===== src/rtl/mem_mux_if.sv =====
// Bundle of the two requester ports plus the BRAM command/data lines.
// slave = the mux's view, master = the requesters' and memory's view.
interface mem_mux_if #(
   parameter int ADDR_W = 16
);
   logic              a_req;
   logic              a_we;
   logic [ADDR_W-1:0] a_addr;
   logic [31:0]       a_wdata;
   logic              a_ack;
   logic              a_rvalid;
   logic [31:0]       a_rdata;
   logic              a_err;

   logic              b_req;
   logic              b_we;
   logic [ADDR_W-1:0] b_addr;
   logic [31:0]       b_wdata;
   logic              b_ack;
   logic              b_rvalid;
   logic [31:0]       b_rdata;
   logic              b_err;

   logic [1:0]        mem_cmd;
   logic [ADDR_W-1:0] mem_addr;
   logic [31:0]       mem_wr_data;
   logic [31:0]       mem_rd_data;

   modport slave (
      input  a_req, a_we, a_addr, a_wdata,
      input  b_req, b_we, b_addr, b_wdata,
      input  mem_rd_data,
      output a_ack, a_rvalid, a_rdata, a_err,
      output b_ack, b_rvalid, b_rdata, b_err,
      output mem_cmd, mem_addr, mem_wr_data
   );

   modport master (
      output a_req, a_we, a_addr, a_wdata,
      output b_req, b_we, b_addr, b_wdata,
      output mem_rd_data,
      input  a_ack, a_rvalid, a_rdata, a_err,
      input  b_ack, b_rvalid, b_rdata, b_err,
      input  mem_cmd, mem_addr, mem_wr_data
   );
endinterface


===== src/rtl/mem_mux.sv =====
// Two-port round-robin arbiter in front of a single-port word BRAM.
// One memory operation in flight; out-of-range accesses are acked with err and never reach memory.
//   state   | meaning
//   IDLE    | waiting for a request; grant happens on the edge leaving IDLE
//   ISSUE   | ack + err pulse, mem_cmd driven for in-range accesses
//   CAPTURE | read only: mem_rd_data is valid, latched into the granted port on exit
module mem_mux #(
   parameter int          ADDR_W = 16,
   parameter int unsigned DEPTH  = 32'h8820
) (
   input  logic      clk,
   input  logic      rst,
   mem_mux_if.slave  bus
);

   typedef enum logic [1:0] {IDLE, ISSUE, CAPTURE} state_t;

   localparam logic [1:0]        CMD_IDLE = 2'b00;
   localparam logic [1:0]        CMD_RD   = 2'b01;
   localparam logic [1:0]        CMD_WR   = 2'b10;
   localparam logic [ADDR_W:0]   DEPTH_L  = (ADDR_W+1)'(DEPTH);

   state_t state;
   logic   cap_we;
   logic   cap_port;     // 0 = A, 1 = B
   logic   cap_oor;
   logic   last_grant;   // 0 = A, 1 = B

   logic              grant_b;
   logic              sel_we;
   logic [ADDR_W-1:0] sel_addr;
   logic [31:0]       sel_wdata;
   logic              sel_oor;

   // B wins when it is alone, or on a tie when A was granted last.
   assign grant_b   = bus.b_req && (!bus.a_req || !last_grant);
   assign sel_we    = grant_b ? bus.b_we    : bus.a_we;
   assign sel_addr  = grant_b ? bus.b_addr  : bus.a_addr;
   assign sel_wdata = grant_b ? bus.b_wdata : bus.a_wdata;
   assign sel_oor   = {1'b0, sel_addr} >= DEPTH_L;

   always_ff @(posedge clk or negedge rst) begin
      if (!rst) begin
         state           <= IDLE;
         cap_we          <= 1'b0;
         cap_port        <= 1'b0;
         cap_oor         <= 1'b0;
         last_grant      <= 1'b1;
         bus.mem_cmd     <= CMD_IDLE;
         bus.mem_addr    <= '0;
         bus.mem_wr_data <= '0;
         bus.a_ack       <= 1'b0;
         bus.b_ack       <= 1'b0;
         bus.a_err       <= 1'b0;
         bus.b_err       <= 1'b0;
         bus.a_rvalid    <= 1'b0;
         bus.b_rvalid    <= 1'b0;
         bus.a_rdata     <= '0;
         bus.b_rdata     <= '0;
      end else begin
         bus.a_ack    <= 1'b0;
         bus.b_ack    <= 1'b0;
         bus.a_err    <= 1'b0;
         bus.b_err    <= 1'b0;
         bus.a_rvalid <= 1'b0;
         bus.b_rvalid <= 1'b0;
         bus.mem_cmd  <= CMD_IDLE;
         case (state)
            IDLE: begin
               if (bus.a_req || bus.b_req) begin
                  cap_we          <= sel_we;
                  cap_port        <= grant_b;
                  cap_oor         <= sel_oor;
                  last_grant      <= grant_b;
                  bus.mem_addr    <= sel_addr;
                  bus.mem_wr_data <= sel_wdata;
                  if (!sel_oor)
                     bus.mem_cmd  <= sel_we ? CMD_WR : CMD_RD;
                  bus.a_ack       <= !grant_b;
                  bus.b_ack       <= grant_b;
                  bus.a_err       <= !grant_b && sel_oor;
                  bus.b_err       <= grant_b && sel_oor;
                  state           <= ISSUE;
               end
            end
            ISSUE: begin
               state <= cap_we ? IDLE : CAPTURE;
            end
            CAPTURE: begin
               // Out-of-range reads never issued a command, so return zero instead of bus noise.
               if (cap_port) begin
                  bus.b_rdata  <= cap_oor ? 32'h0 : bus.mem_rd_data;
                  bus.b_rvalid <= 1'b1;
               end else begin
                  bus.a_rdata  <= cap_oor ? 32'h0 : bus.mem_rd_data;
                  bus.a_rvalid <= 1'b1;
               end
               state <= IDLE;
            end
            default: state <= IDLE;
         endcase
      end
   end

endmodule

===== src/flat_wrapper.sv =====
// flat-port wrapper written by rule: the top's interface ports become plain ports
module mem_mux_flat 
#(
   parameter int          ADDR_W = 16,
   parameter int unsigned DEPTH  = 32'h8820
)
  (clk, rst, bus_a_req, bus_a_we, bus_a_addr, bus_a_wdata, bus_b_req, bus_b_we, bus_b_addr, bus_b_wdata, bus_mem_rd_data, bus_a_ack, bus_a_rvalid, bus_a_rdata, bus_a_err, bus_b_ack, bus_b_rvalid, bus_b_rdata, bus_b_err, bus_mem_cmd, bus_mem_addr, bus_mem_wr_data);
  mem_mux_if #(.ADDR_W(ADDR_W)) bus_i ();
  input  logic clk;
  input  logic rst;
  input wire logic [$bits(bus_i.a_req)-1:0] bus_a_req;
  input wire logic [$bits(bus_i.a_we)-1:0] bus_a_we;
  input wire logic [$bits(bus_i.a_addr)-1:0] bus_a_addr;
  input wire logic [$bits(bus_i.a_wdata)-1:0] bus_a_wdata;
  input wire logic [$bits(bus_i.b_req)-1:0] bus_b_req;
  input wire logic [$bits(bus_i.b_we)-1:0] bus_b_we;
  input wire logic [$bits(bus_i.b_addr)-1:0] bus_b_addr;
  input wire logic [$bits(bus_i.b_wdata)-1:0] bus_b_wdata;
  input wire logic [$bits(bus_i.mem_rd_data)-1:0] bus_mem_rd_data;
  output wire logic [$bits(bus_i.a_ack)-1:0] bus_a_ack;
  output wire logic [$bits(bus_i.a_rvalid)-1:0] bus_a_rvalid;
  output wire logic [$bits(bus_i.a_rdata)-1:0] bus_a_rdata;
  output wire logic [$bits(bus_i.a_err)-1:0] bus_a_err;
  output wire logic [$bits(bus_i.b_ack)-1:0] bus_b_ack;
  output wire logic [$bits(bus_i.b_rvalid)-1:0] bus_b_rvalid;
  output wire logic [$bits(bus_i.b_rdata)-1:0] bus_b_rdata;
  output wire logic [$bits(bus_i.b_err)-1:0] bus_b_err;
  output wire logic [$bits(bus_i.mem_cmd)-1:0] bus_mem_cmd;
  output wire logic [$bits(bus_i.mem_addr)-1:0] bus_mem_addr;
  output wire logic [$bits(bus_i.mem_wr_data)-1:0] bus_mem_wr_data;
  assign bus_i.a_req = bus_a_req;
  assign bus_i.a_we = bus_a_we;
  assign bus_i.a_addr = bus_a_addr;
  assign bus_i.a_wdata = bus_a_wdata;
  assign bus_i.b_req = bus_b_req;
  assign bus_i.b_we = bus_b_we;
  assign bus_i.b_addr = bus_b_addr;
  assign bus_i.b_wdata = bus_b_wdata;
  assign bus_i.mem_rd_data = bus_mem_rd_data;
  assign bus_a_ack = bus_i.a_ack;
  assign bus_a_rvalid = bus_i.a_rvalid;
  assign bus_a_rdata = bus_i.a_rdata;
  assign bus_a_err = bus_i.a_err;
  assign bus_b_ack = bus_i.b_ack;
  assign bus_b_rvalid = bus_i.b_rvalid;
  assign bus_b_rdata = bus_i.b_rdata;
  assign bus_b_err = bus_i.b_err;
  assign bus_mem_cmd = bus_i.mem_cmd;
  assign bus_mem_addr = bus_i.mem_addr;
  assign bus_mem_wr_data = bus_i.mem_wr_data;
  mem_mux #(.ADDR_W(ADDR_W), .DEPTH(DEPTH)) u_core (.clk(clk), .rst(rst), .bus(bus_i));
endmodule

===== config.mk =====
export PLATFORM = sky130hd
export DESIGN_NAME = mem_mux_flat
export DESIGN_NICKNAME = d
export VERILOG_FILES = /design/src/rtl/mem_mux_if.sv /design/src/rtl/mem_mux.sv /design/src/flat_wrapper.sv
export SDC_FILE = /design/constraint.sdc
export NUM_CORES = 1
export LEC_CHECK = 0
export ABC_AREA = 1
export CAP_MARGIN = 10
export CORE_UTILIZATION = 44
export CTS_CLUSTER_SIZE = 30
export DETAILED_ROUTE_END_ITERATION = 8
export PLACE_DENSITY_LB_ADDON = 0.12
export REMOVE_ABC_BUFFERS = 1
export SLEW_MARGIN = 25
export SYNTH_ARGS = -nofsm -noshare
export SYNTH_HDL_FRONTEND = slang
export SYNTH_SLANG_ARGS = --single-unit

===== constraint.sdc =====
create_clock -name clk -period 3.15 [get_ports clk]
set_clock_uncertainty 0.05 [all_clocks]
set_input_delay 0.7875 -clock clk [delete_from_list [all_inputs] [get_ports clk]]
set_output_delay 0.7875 -clock clk [all_outputs]
set_load 0.03 [all_outputs]

==> results by group <==
Yosys
  – Sequential cell area fraction in the yosys report: 0.5867
  – Total of flip-flops plus latches after synthesis: 126
  – Largest cells by area after synthesis: dfrtp_1, mux2_2, nand2_1, nor2_1, inv_1
  – Total standard cell area after synthesis: 0.005376 sq mm
  – Mean instance size in the synthesized netlist: 9.811 sq um
  – Post-synthesis cell count: around 550
  – Synth warnings: 0
  – Distinct cells, synth: 19
  – Yosys top cell area share: 0.5818
  – Top cell type by total area after synthesis: dfrtp_1

Run status
  – Status: complete, no violations

STA
  – Final worst path period need: 2.604 ns
  – Highest Clock Rate: 384.1 MHz
  – Share of the clock period used by the worst path: 0.8266
  – Final setup violation count: 0
  – Unrepaired setup endpoints after global routing: false
  – Worst rel slew slack: 0.5285
  – Pin slew with the least headroom to its limit: 0.7056 ns
  – Number of pins with negative max-slew slack in the final report: 0
  – Setup TNS after final layout: 0 ns
  – Final Hold Vio Count: 0
  – Worst slack on hold paths: 0.2949 ns

Placement
  – RePlAce Congestion: 0.8742
  – I/O Buffers: 253
  – Post-DP HPWL: 10.48 mm

Clock tree
  – Clock tree from TritonCTS: done
  – Clock Root Buffer: clkbuf_16
  – Cts bufs inserted: 17
  – Level count of the clock H-tree: 4
  – Number of buffers inserted for hold repair after clock tree synthesis: 0
  – Reg clk slew, reported paths: 0.05 ns
  – Maximum count of clock buffers along a single path: 2
  – # Post-CTS Setup Buffers: 0
  – Clock Latency Late Sink: 0.40 ns
  – CTS resizes: 0
  – Clock sinks: 126

Setup path
  – Largest stage delay, worst path: around 0.48 ns
  – Type of the setup path with the least slack: in2reg
  – Library cell appearing most often on the critical path: nand2_1
  – CP endpoint kind: register
  – Worst path slowest cell: clkdlybuf4s50_1
  – Critical Path RT: 3.37 ns
  – Worst path arrival time: ~2.8 ns
  – Cells along the critical path: clkdlybuf4s50_1 > nand2_1 > nand2_1 > buf_4 > inv_2 > nand2_1 > nand2_2 > nand2_1 > nor2_1 > nand3_1 > nand4_1 > nor2_1
  – Cell class contributing the biggest share of worst-path delay: simple AND/OR/NAND/NOR gates
  – CP Buf/Inv Count: 3
  – Startpoint type of the worst setup path: input port
  – Maximum fanout along the worst path: 17

Floorplan
  – Initial cell density of the core: 0.4495
  – Cell Rows: 40
  – Number of ports placed on the die boundary: around 250
  – Die Width: around 110 um
  – Die Outline Area: 0.01267 sq mm
  – Die height: 112.5 um
  – Core footprint: 0.01196 sq mm

Drt
  – Drt total wl: 14.51 mm
  – Remaining design rule violation count: 0
  – Avg Vias per Cell: between 4 and 5
  – Detailed-routing iteration count for the pre-antenna-repair pass: 6
  – Iteration-0 DRC count of the detailed router: around 250
  – Vias after detailed routing: 4,647
  – Average detailed-routed wire length per instance: 15.10 um
  – Number of nets with antenna violations after detailed routing: 0

Power and ir drop
  – Power Dens Cells: around 1100 mW/mm^2
  – IR Drop Worst-Case VDD: between 0.5 and 0.6 mV
  – Leakage Power: 3.976 nW

Global routing
  – Maximum number of pins on one net before global-route repair: 92
  – Gr usage total: 0.2421
  – Wire length of the first global-routing pass: 23.49 mm
  – Total gr overflow: 0
  – Number of global-route vias before repair: 4,762
  – Antenna violations before repair: 0

Layout
  – Layout area overhead: 60.32%
  – Share of post-route cells with drive strength above 1: 0.1327
  – Layout net count: about 940
  – Total inserted antenna cells: 0
  – Filler cells: between 800 and 900

Run
  – Max_cap viols: 0

Worst hold path
  – Hold/Removal Path Class: in2async
[final timing paths]
check	start	endpoint	slack, ns	cells past startpoint
setup / recovery	bus_a_req	u_core.bus.mem_cmd[1]$_DFF_PN0_	0.55	12
hold / removal	rst	u_core.bus.b_rdata[19]$_DFFE_PN0P_	0.29	1
setup reg to reg	u_core.last_grant$_DFFE_PN1P_	u_core.bus.mem_cmd[1]$_DFF_PN0_	1.00	10
hold reg to reg	u_core.cap_we$_DFFE_PN0P_	u_core.state[1]$_DFFE_PN0P_	0.38	1
max in group asynchronous	rst	u_core.bus.mem_addr[15]$_DFFE_PN0P_	1.91	2
min in group clk	u_core.cap_we$_DFFE_PN0P_	u_core.state[1]$_DFFE_PN0P_	0.38	1
[layout make-up]
cell class | instances | area (sq um) | area share
Multi-Input combinational cell | 344 | 1931 | 0.2240
Clock inverter | 7 | 87.58 | 0.01016
Sequential cell | 126 | 3154 | 0.3659
Timing Repair Buffer | 262 | 2610 | 0.3028
Tap cell | 147 | 183.9 | 0.02134
Clock buffer | 25 | 465.4 | 0.05400
Inverter | 50 | 187.7 | 0.02177
[layout by cell type (no fill, tap or decap), drive strengths merged]
cell           Yosys  routed
clkinvlp           0       1
nor2              59      59
or2                1       1
clkbuf            10      25
nand4              1       1
nand3             32      32
nor3               2       2
dfstp              1       1
nand3b             3       3
o21ai             37      37
bufinv             0       2
a31oi              3       3
inv               50      50
nand2            142     142
clkdlybuf4s50      0     252
mux2              64      64
dfrtp            125     125
buf               18      10
clkinv             0       4
[through the flow]
step	total power, mW	util	setup slack, ns	cells	instance area [sq um]
3_3_place_gp	7.506	0.6740	0.1490	929	8061
2_1_floorplan	5.457	-	-0.9037	520	5239
6_report	9.389	0.7206	0.5462	961	8620
5_1_grt	9.901	0.7206	0.3571	961	8620
3_5_place_dp	7.610	0.6744	0.1891	929	8066
4_1_cts	9.487	0.7206	0.5686	961	8620
[Yosys cell counts, drive strengths merged]
cell type and n:
or2 1, nand4 1, clkbuf 10, buf 18, a31oi 3, nand3 32, dfrtp 125, dfstp 1
nor3 2, mux2 64, nand3b 3, nor2 59, o21ai 37, nand2 142, inv 50
[cell families (layout without fill, tap and decap cells)]
kind of cell / Yosys count / after routing / synth area share
AND/OR/NAND/NOR: 240 / 240 / 0.1808
multiplexers: 64 / 64 / 0.1340
AO/OA/AOI/OAI: 40 / 40 / 0.03793
flip-flops: 126 / 126 / 0.5867
buffers and inverters: 78 / 344 / 0.06051
[metal layers]
metal  GRT usage  part of all wire  up-vias
met5           0                 0        -
li1            -                 -     2246
met1      0.2922              0.41     2179
met2      0.3938              0.48      195
met3     0.08963             0.083       27
met4     0.09600             0.023        0
[state kept, by name (all words and copies together) (netlist names)]
| name | count |
|---|---|
| u_core.bus.a_ack | 1 |
| u_core.bus.a_err | 1 |
| u_core.bus.a_rdata | 32 |
| u_core.bus.a_rvalid | 1 |
| u_core.bus.b_ack | 1 |
| u_core.bus.b_err | 1 |
| u_core.bus.b_rdata | 32 |
| u_core.bus.b_rvalid | 1 |
| u_core.bus.mem_addr | 16 |
| u_core.bus.mem_cmd | 2 |
| u_core.bus.mem_wr_data | 32 |
| u_core.cap_oor | 1 |
| u_core.cap_port | 1 |
| u_core.cap_we | 1 |
| u_core.last_grant | 1 |
| u_core.state | 2 |
[worst register-to-register path, delay by kind of cell (launching register included)]
family	cells	cell delay [ns]
simple gates	8	1.06
flops	1	0.55
buf+inv	1	0.25
compound gates	1	0.13
[power breakdown]
| group | internal [mW] | switching, mW |
|---|---|---|
| sequential | 2.39 | 0.409 |
| combinational | 2.03 | 2.74 |
| clock | 1.18 | 0.648 |
No activity file was read; power rests on OpenSTA's default activity.
